===== config.mk =====
export PLATFORM = sky130hd
export DESIGN_NAME = usb_hs_tx
export DESIGN_NICKNAME = d
export VERILOG_FILES = /design/src/rtl/usb_hs_tx.sv
export SDC_FILE = /design/constraint.sdc
export NUM_CORES = 1
export LEC_CHECK = 0
export ABC_AREA = 1
export CORE_MARGIN = 5
export CORE_UTILIZATION = 40
export DETAILED_ROUTE_END_ITERATION = 7
export GPL_TIMING_DRIVEN = 0
export PLACE_DENSITY_LB_ADDON = 0.25
export SETUP_SLACK_MARGIN = 0.1
export SYNTH_ARGS = -nofsm -noshare
export SYNTH_HDL_FRONTEND = slang
export SYNTH_SLANG_ARGS = --single-unit

===== constraint.sdc =====
create_clock -name clock_480 -period 2.01 [get_ports clock_480]
set_input_delay 0.3015 -clock clock_480 [delete_from_list [all_inputs] [get_ports clock_480]]
set_output_delay 0.3015 -clock clock_480 [all_outputs]
set_load 0.02 [all_outputs]

===== src/rtl/usb_hs_tx.sv =====
// HS USB bit transmitter: SYNC/EOP framing, bit stuffing and NRZI, one line bit per clock.
// First SYNC bit one clock after the first byte is accepted; tx_ready drops while hold is full, in EOP and in GAP.
module usb_hs_tx #(
  parameter int unsigned IPG = 8
) (
  input  logic       clock_480,
  input  logic       reset,
  input  logic [7:0] tx_data,
  input  logic       tx_valid,
  output logic       tx_ready,
  output logic       data_out,
  output logic       tx_en,
  output logic       tx_busy
);

  typedef enum logic [2:0] {
    S_IDLE,
    S_SYNC,
    S_DATA,
    S_EOP,
    S_GAP
  } state_t;

  localparam logic [7:0] IPG_CNT = 8'(IPG);

  state_t     state_q;
  logic [7:0] hold_q;
  logic       hold_full_q;
  logic [7:0] sr_q;
  logic [2:0] idx_q;
  logic [2:0] ones_q;
  logic [7:0] cnt_q;
  logic       stuff_last_q;
  logic       data_out_q;
  logic       tx_en_q;

  logic accept;
  logic sync_bit;
  logic bit_stuff;
  logic at_boundary;

  assign tx_ready  = reset && !hold_full_q && (state_q != S_EOP) && (state_q != S_GAP);
  assign accept    = tx_valid && tx_ready;
  assign data_out  = data_out_q;
  assign tx_en     = tx_en_q;
  assign tx_busy   = (state_q != S_IDLE);

  assign sync_bit  = (cnt_q[4:0] == 5'd31);
  assign bit_stuff = (ones_q == 3'd6);
  // A byte ends after bit 7, or after the stuff bit owed behind bit 7.
  assign at_boundary = bit_stuff ? stuff_last_q
                                 : ((idx_q == 3'd7) && !(sr_q[0] && (ones_q == 3'd5)));

  always_ff @(posedge clock_480 or negedge reset) begin
    if (!reset) begin
      state_q      <= S_IDLE;
      hold_q       <= 8'h00;
      hold_full_q  <= 1'b0;
      sr_q         <= 8'h00;
      idx_q        <= 3'd0;
      ones_q       <= 3'd0;
      cnt_q        <= 8'd0;
      stuff_last_q <= 1'b0;
      data_out_q   <= 1'b1;
      tx_en_q      <= 1'b0;
    end else begin
      if (accept) begin
        hold_q      <= tx_data;
        hold_full_q <= 1'b1;
      end
      case (state_q)
        S_IDLE: begin
          tx_en_q    <= 1'b0;
          data_out_q <= 1'b1;
          if (accept) begin
            state_q <= S_SYNC;
            cnt_q   <= 8'd0;
            ones_q  <= 3'd0;
          end
        end
        S_SYNC: begin
          tx_en_q <= 1'b1;
          if (!sync_bit) data_out_q <= ~data_out_q;
          ones_q <= sync_bit ? 3'd1 : 3'd0;
          if (sync_bit) begin
            sr_q         <= hold_q;
            hold_full_q  <= accept;
            idx_q        <= 3'd0;
            stuff_last_q <= 1'b0;
            state_q      <= S_DATA;
          end else begin
            cnt_q <= cnt_q + 8'd1;
          end
        end
        S_DATA: begin
          tx_en_q <= 1'b1;
          if (bit_stuff) begin
            data_out_q <= ~data_out_q;
            ones_q     <= 3'd0;
          end else begin
            if (!sr_q[0]) data_out_q <= ~data_out_q;
            ones_q <= sr_q[0] ? (ones_q + 3'd1) : 3'd0;
            sr_q   <= {1'b0, sr_q[7:1]};
            idx_q  <= idx_q + 3'd1;
            if (idx_q == 3'd7 && !at_boundary) stuff_last_q <= 1'b1;
          end
          if (at_boundary) begin
            stuff_last_q <= 1'b0;
            idx_q        <= 3'd0;
            if (hold_full_q) begin
              sr_q        <= hold_q;
              hold_full_q <= accept;
            end else if (accept) begin
              // A byte arriving exactly on the boundary still belongs to this packet.
              sr_q        <= tx_data;
              hold_full_q <= 1'b0;
            end else begin
              state_q <= S_EOP;
              cnt_q   <= 8'd0;
            end
          end
        end
        S_EOP: begin
          tx_en_q <= 1'b1;
          if (cnt_q[2:0] == 3'd0) data_out_q <= ~data_out_q;
          if (cnt_q[2:0] == 3'd7) begin
            state_q <= S_GAP;
            cnt_q   <= 8'd0;
          end else begin
            cnt_q <= cnt_q + 8'd1;
          end
        end
        S_GAP: begin
          tx_en_q    <= 1'b0;
          data_out_q <= 1'b1;
          if (cnt_q == IPG_CNT) begin
            state_q <= S_IDLE;
            cnt_q   <= 8'd0;
          end else begin
            cnt_q <= cnt_q + 8'd1;
          end
        end
        default: state_q <= S_IDLE;
      endcase
    end
  end

endmodule

After elaboration in Yosys (flattened, before gate mapping)
Cells that the tools add are included.
Cells by class
  add/sub/neg operators: 3
  reduce and logical (&&, ||, !) cells: 27
  muxes and demuxes: 49
  bitwise operators: 1
  equality and inequality tests: 24
Operators with widths (count)
  $mux W8: 12
  $pmux W8 S5: 1
  $mux W3: 13
  $ne A2 B2 Y1 const B: 9
  $pmux W8 S2: 1
  $eq A3 B3 Y1 const B: 5
  $mux W1: 15
  $pmux W3 S5: 1
  $ne A3 B3 Y1 const B: 4
  $pmux W3 S3: 1
  $add A8 B1 Y8 const B: 1
  $eq A8 B4 Y1 const B: 1
  $reduce_and A4 Y1: 2
  $logic_and A1 B1 Y1: 7
  $reduce_and A7 Y1: 1
  $add A3 B1 Y3 const B: 2
  $eq A3 B2 Y1 const B: 2
  $logic_not A3 Y1: 2
  $pmux W1 S2: 3
  $pmux W3 S2: 1
  $reduce_and A6 Y1: 1
  $reduce_bool A3 Y1: 2
  $eq A5 B5 Y1 const B: 1
  $reduce_bool A5 Y1: 1
  11 further kinds: 15
Storage, ports and cells
  output and inout port bits: 4
  input port bits: 11
  register bits after elaboration: 37

Longest topological paths before layout
  word-level depth: 11
  gate-level depth with buffers: 12
  gate-level depth less buffers: 12

Worst setup path after synthesis
No wires, ideal clock.
  path type: reg2reg
  from: register cnt_q[0]
  to: register cnt_q[0]
  required time: 1884 ps
  path slack: 353 ps
  buffers on the path: 0
  arrival time: 1531 ps
  stages on the path, launching flop included: 10
  path through: dfrtp_1 > ha_1 > nand2_1 > nor2_1 > ha_1 > nand2_1 > o21ai_0 > nand3b_4 > nor2_4 > a21oi_1
Between the ends
  word-level cells in the longest chain between the ends: 3
  elaborated cells on any way between the ends: 10
  those cells by class: add/sub: 1; eq/ne: 4; mux: 4; reduce/logical: 1
RTL lines
  from (decl): line 32  | logic [7:0] cnt_q;
  from (signal assigned): line 92  | cnt_q <= cnt_q + 8'd1;
  from (signal assigned): line 130  | cnt_q <= cnt_q + 8'd1;
  from (signal assigned): line 140  | cnt_q <= cnt_q + 8'd1;
  $add A8 B1 Y8, or another cell as far along: line 92, 130, 140
  $mux W8, or another cell as far along: line 136  | if (cnt_q == IPG_CNT) begin
  $pmux W8 S5 or $reduce_and A6 Y1 (tied branches)
Parallel ways exist; a longest one is shown, timed or not. The select of a mux whose other input is x is not followed.
A chain may end at the register's enable or synchronous reset.

Final worst setup path
  from: register state_q[2]
  to: output port tx_ready
Between the ends
  word-level cells in the longest chain between the ends: 3
  elaborated cells on any way between the ends: 4
  those cells by class: eq/ne: 2; reduce/logical: 2
RTL lines
  from (decl): line 26  | state_t state_q;
  from (signal assigned): line 56  | state_q <= S_IDLE;
  from (signal assigned): line 76  | state_q <= S_SYNC;
  from (signal assigned): line 90  | state_q <= S_DATA;
  $ne A3 B2 Y1: line 42  | assign tx_ready = reset && !hold_full_q && (state_q != S_EOP) && (state_q != S_GAP);
  $logic_and A1 B1 Y1: line 42
  $logic_and A1 B1 Y1 (*): line 42
  to (decl): line 10  | output logic tx_ready,
Every way passes the cells marked *; elsewhere a longest branch is shown, timed or not.

==> flow_summary_export.csv <==
group,metric,value,unit
logic_synthesis,library_cell_occupying_the_most_area_in_the_post_synthesis_netlist,"dfrtp_1",
worst_hold_path,hold_path_startpoint,"sr_q[7]$_DFFE_PN0P_",
placement,placement.cell_area,2650,um^2
worst_setup_path,r2r_slack,0.22,ns
logic_synthesis,synth_seq_cells,37,
worst_setup_path,worstReg2RegEnd,"stuff_last_q$_DFFE_PN0P_",
die,initial_core_util,0.411,
worst_setup_path,start_kind,"register",
worst_setup_path,crit_slowest_cell,"dfrtp_2",
global_route,antenna_found_initial,0,
placement,dp.final_hpwl,4070,um
placement,gp_routability_congestion,0.815,
pwr,power_per_cell_area,479,nW/um^2
logic_synthesis,yosys.area_share.simple,0.378,
timing,final.setup.worst_slack,0.200,ns
die,top_level_ports,15,
global_route,gr-total-overflow,0,
die,std_cell_rows,28,
logic_synthesis,synth_adder_area_share,0.0463,
global_route,first_global_vias,2241,
finish,layout.filler_cells,589,
drt,avgViaCountPerCell,4.95,
drt,drcViolationCount,0,
pwr,total_switching_power,307,uW
logic_synthesis,synth-edff-count,0,
cts,cts-root-to-sink-buffers,2,
worst_setup_path,worst_ep_required_time,1.71,ns
worst_hold_path,worst_hold_path_type,"reg -> reg",
pwr,internal-power,1080,uW
pwr,ir_worst_vdd,0.000238,V
placement,port_buffers,13,
logic_synthesis,yosysTopAreaCellShare,0.370,
timing,clock_skew,0.00739,ns
placement,placed_cells,440,
timing,final-hold-violation-count,0,
global_route,grt_pass1_wl,10200,um
logic_synthesis,yosys_most_used_dff,"dfrtp_1",
timing,period_share,0.900,
logic_synthesis,ys.warnings.count,0,
placement,post_place_setup_slack,-0.476,ns
cts,h_tree_lvls,2,
timing,relSlewSlack,0.657,
drt,wl,5900,um
pwr,power.clock.fraction,0.424,
logic_synthesis,syn_area,2430,um^2
timing,finalWorstPathRequiredPeriod,1.81,ns
logic_synthesis,synth.lib_cells_used.distinct,33,
drt,drtAntennaViolNets,0,
logic_synthesis,yosys-top-cells-area,"dfrtp_1, nand2_1, o21ai_0",
logic_synthesis,fraction_of_synthesized_area_in_multiplexers,0.00411,
timing,final.hold.worst_slack,0.490,ns
timing,fmax,0.553,GHz
die,die_y_extent,88,um
logic_synthesis,syn_area_per_cell,6.91,um^2
worst_setup_path,cp_slowest_stage_delay,0.46,ns
logic_synthesis,synth-xor-area-share,0.00360,
drt,drt_pass1_iterations,4,
cts,clk_pin_slew,0.08,ns
timing,report.final.slew_viol_count,0,
global_route,groute.usage.overall,0.169,
finish,post-route-cell-area,2900,um^2
run,drv.max_cap_violation_count,0,
pwr,power.share.sequential,0.535,
logic_synthesis,synth-compound-area-share,0.106,
die,die_w,88,um
drt,drt_iter0_markers,146,
finish,final_cell_count_no_fill,459,
cts,cts_sinks,37,
pwr,combPwrFrac,0.041,
logic_synthesis,synth.yosys.seq_area_share,0.381,
finish,fin_nets,403,
logic_synthesis,combinational_family_with_the_most_area_after_synthesis,"simple AND/OR/NAND/NOR gates",
drt,drt-wirelength-per-cell,12.8,um
pwr,report.power.total,1390,uW
pwr,cellLeakagePower,0.00153,uW
finish,area.growth.synth_to_final,19.3,%
cts,cts_root_buffer,"clkbuf_8",
finish,post_route_cells_drive_above_1_share,0.130,
worst_setup_path,crit_path_max_fanout,10,
worst_setup_path,cell_depth_of_the_worst_flop_to_flop_path,10,
timing,finalSetupViolations,0,
worst_setup_path,reg2reg_from,"cnt_q[1]$_DFFE_PN0P_",
global_route,grt_start_max_net_pins,37,
cts,clock_insertion_delay_worst_skew,0.30,ns
timing,setup_repair_after_global_routing_missed_its_margin,"true",
worst_setup_path,worstSetupPathType,"reg -> out",
cts,tritoncts,"yes",
cts,numCtsBuffers,5,
logic_synthesis,post_synth_inst_count,352,
worst_setup_path,worstPathCellList,"nand2_1 -> buf_6 -> inv_4 -> nor3_1 -> buf_2",
worst_hold_path,hold_depth,2,
die,fp.dieArea,7740,um^2
drt,num_vias,2272,
timing,timing_worst_slew_pin_value,0.515,ns
logic_synthesis,async_flop_share,1.00,
finish,diodes,0,
die,design.core.area,5920,um^2
pwr,power.share.switching,0.221,
worst_setup_path,timing.critical_path.arrival,1.51,ns
worst_setup_path,critical_path.endpoint_type,"primary output",
outcome,status,"completed",
worst_hold_path,worstHoldEndpoint,"sr_q[7]$_DFFE_PN0P_",
logic_synthesis,syn-num-nets,372,
-- cells in the final DEF, fill, tap and decap left out, types with 2 or more instances in the layout --
cell,instances
nand2_1,122
inv_1,40
o21ai_0,37
dfrtp_1,32
nor2_1,31
nand3_1,21
nand4_1,16
clkdlybuf4s50_1,10
buf_4,8
ha_1,7
clkbuf_8,7
nor2_4,6
dfrtp_2,4
nand2_2,3
buf_2,3
o21ai_2,3
dlygate4sd3_1,3
a21oi_1,2
clkbuf_1,2
nor3_1,2
-- per-stage QoR --
step,utilization,setup TNS [ns]
detailed placement,0.448,-11.76
finish,0.490,0
CTS,0.476,0
global route,0.490,0
global placement,0.449,-59.55
floorplan,-,0
-- layout make-up --
cell class	instances	area, um^2	share of cell area
repair buffers	24	224	0.0772
well taps	75	93.8	0.0323
flip-flops and latches	37	932	0.321
clock buffers	7	96.3	0.0332
clock inverters	1	5.00	0.00172
inverters	43	168	0.0578
multi-input cells	265	1340	0.463
plain buffers	7	40.0	0.0138
-- what timing repair did --
item / in CTS / in global routing
gates resized for setup: 13 / 10
endpoints found under the setup margin: 36 / 28
hold buffers: 4 / 0
hold endpoints to repair: 36 / 0
buffers inserted: 0 / 7
pin swaps: 1 / 2
-- sequential cells by signal, indices dropped and copies added (netlist names) --
signal        count
data_out          1
ones_q            3
hold_full_q       1
idx_q             3
hold_q            8
cnt_q             8
sr_q              8
tx_en             1
stuff_last_q      1
state_q           3
-- power groups by stage --
stage                     Combinational [uW]  Sequential, uW  Clock [uW]
after floorplan                         7.23             759           0
after global placement                  43.6             759           0
after detailed placement                42.6             758           0
after CTS                               54.4             744         602
after global routing                    63.8             744         637
final                                   57.0             744         589
-- kinds of logic after synthesis --
family                   Yosys count
AO/OA/AOI/OAI                     47
AND/OR/NAND/NOR                  207
adder cells (fa/ha/maj)            9
XOR/XNOR                           1
buffers and inverters             50
multiplexers                       1
flip-flops                        37
-- synthesized netlist by cell type (2+ instances only) --
cell type,n
nand4_1,16
clkbuf_1,2
o21ai_2,3
inv_1,40
nor2_1,32
dfrtp_1,36
nand3_1,21
ha_1,9
nand2_2,3
buf_2,2
a21oi_1,2
nor2_4,5
nand2_1,123
o21ai_0,37
nor3_1,3
-- routing by layer --
metal | global-route usage | part of all wire | wire (um) | up-vias
li1 | - | - | - | 1195
met1 | 0.217 | 0.47 | 2800 | 1033
met2 | 0.283 | 0.48 | 2810 | 36
met3 | 0.0310 | 0.038 | 224 | 8
met4 | 0.0614 | 0.011 | 65 | 0
met5 | 0 | 0 | 0 | -
-- worst max path at each step --
stage	start	end	slack (ns)	depth (start not counted)
CTS	cnt_q[0]$_DFFE_PN0P_	stuff_last_q$_DFFE_PN0P_	0.11	10
floorplan	cnt_q[0]$_DFFE_PN0P_	cnt_q[0]$_DFFE_PN0P_	0.35	9
detailed placement	reset	tx_ready	-0.48	4
global placement	reset	tx_ready	-1.66	4
global route	cnt_q[0]$_DFFE_PN0P_	stuff_last_q$_DFFE_PN0P_	0.04	10
finish	state_q[2]$_DFFE_PN0P_	tx_ready	0.20	5
-- worst max-delay path, delay by kind of cell (launching register included) --
family	cells	cell delay (ns)
flip-flops	1	0.46
buffers and inverters	3	0.45
AND/OR/NAND/NOR	2	0.31
(Power assumes the default switching activity.)
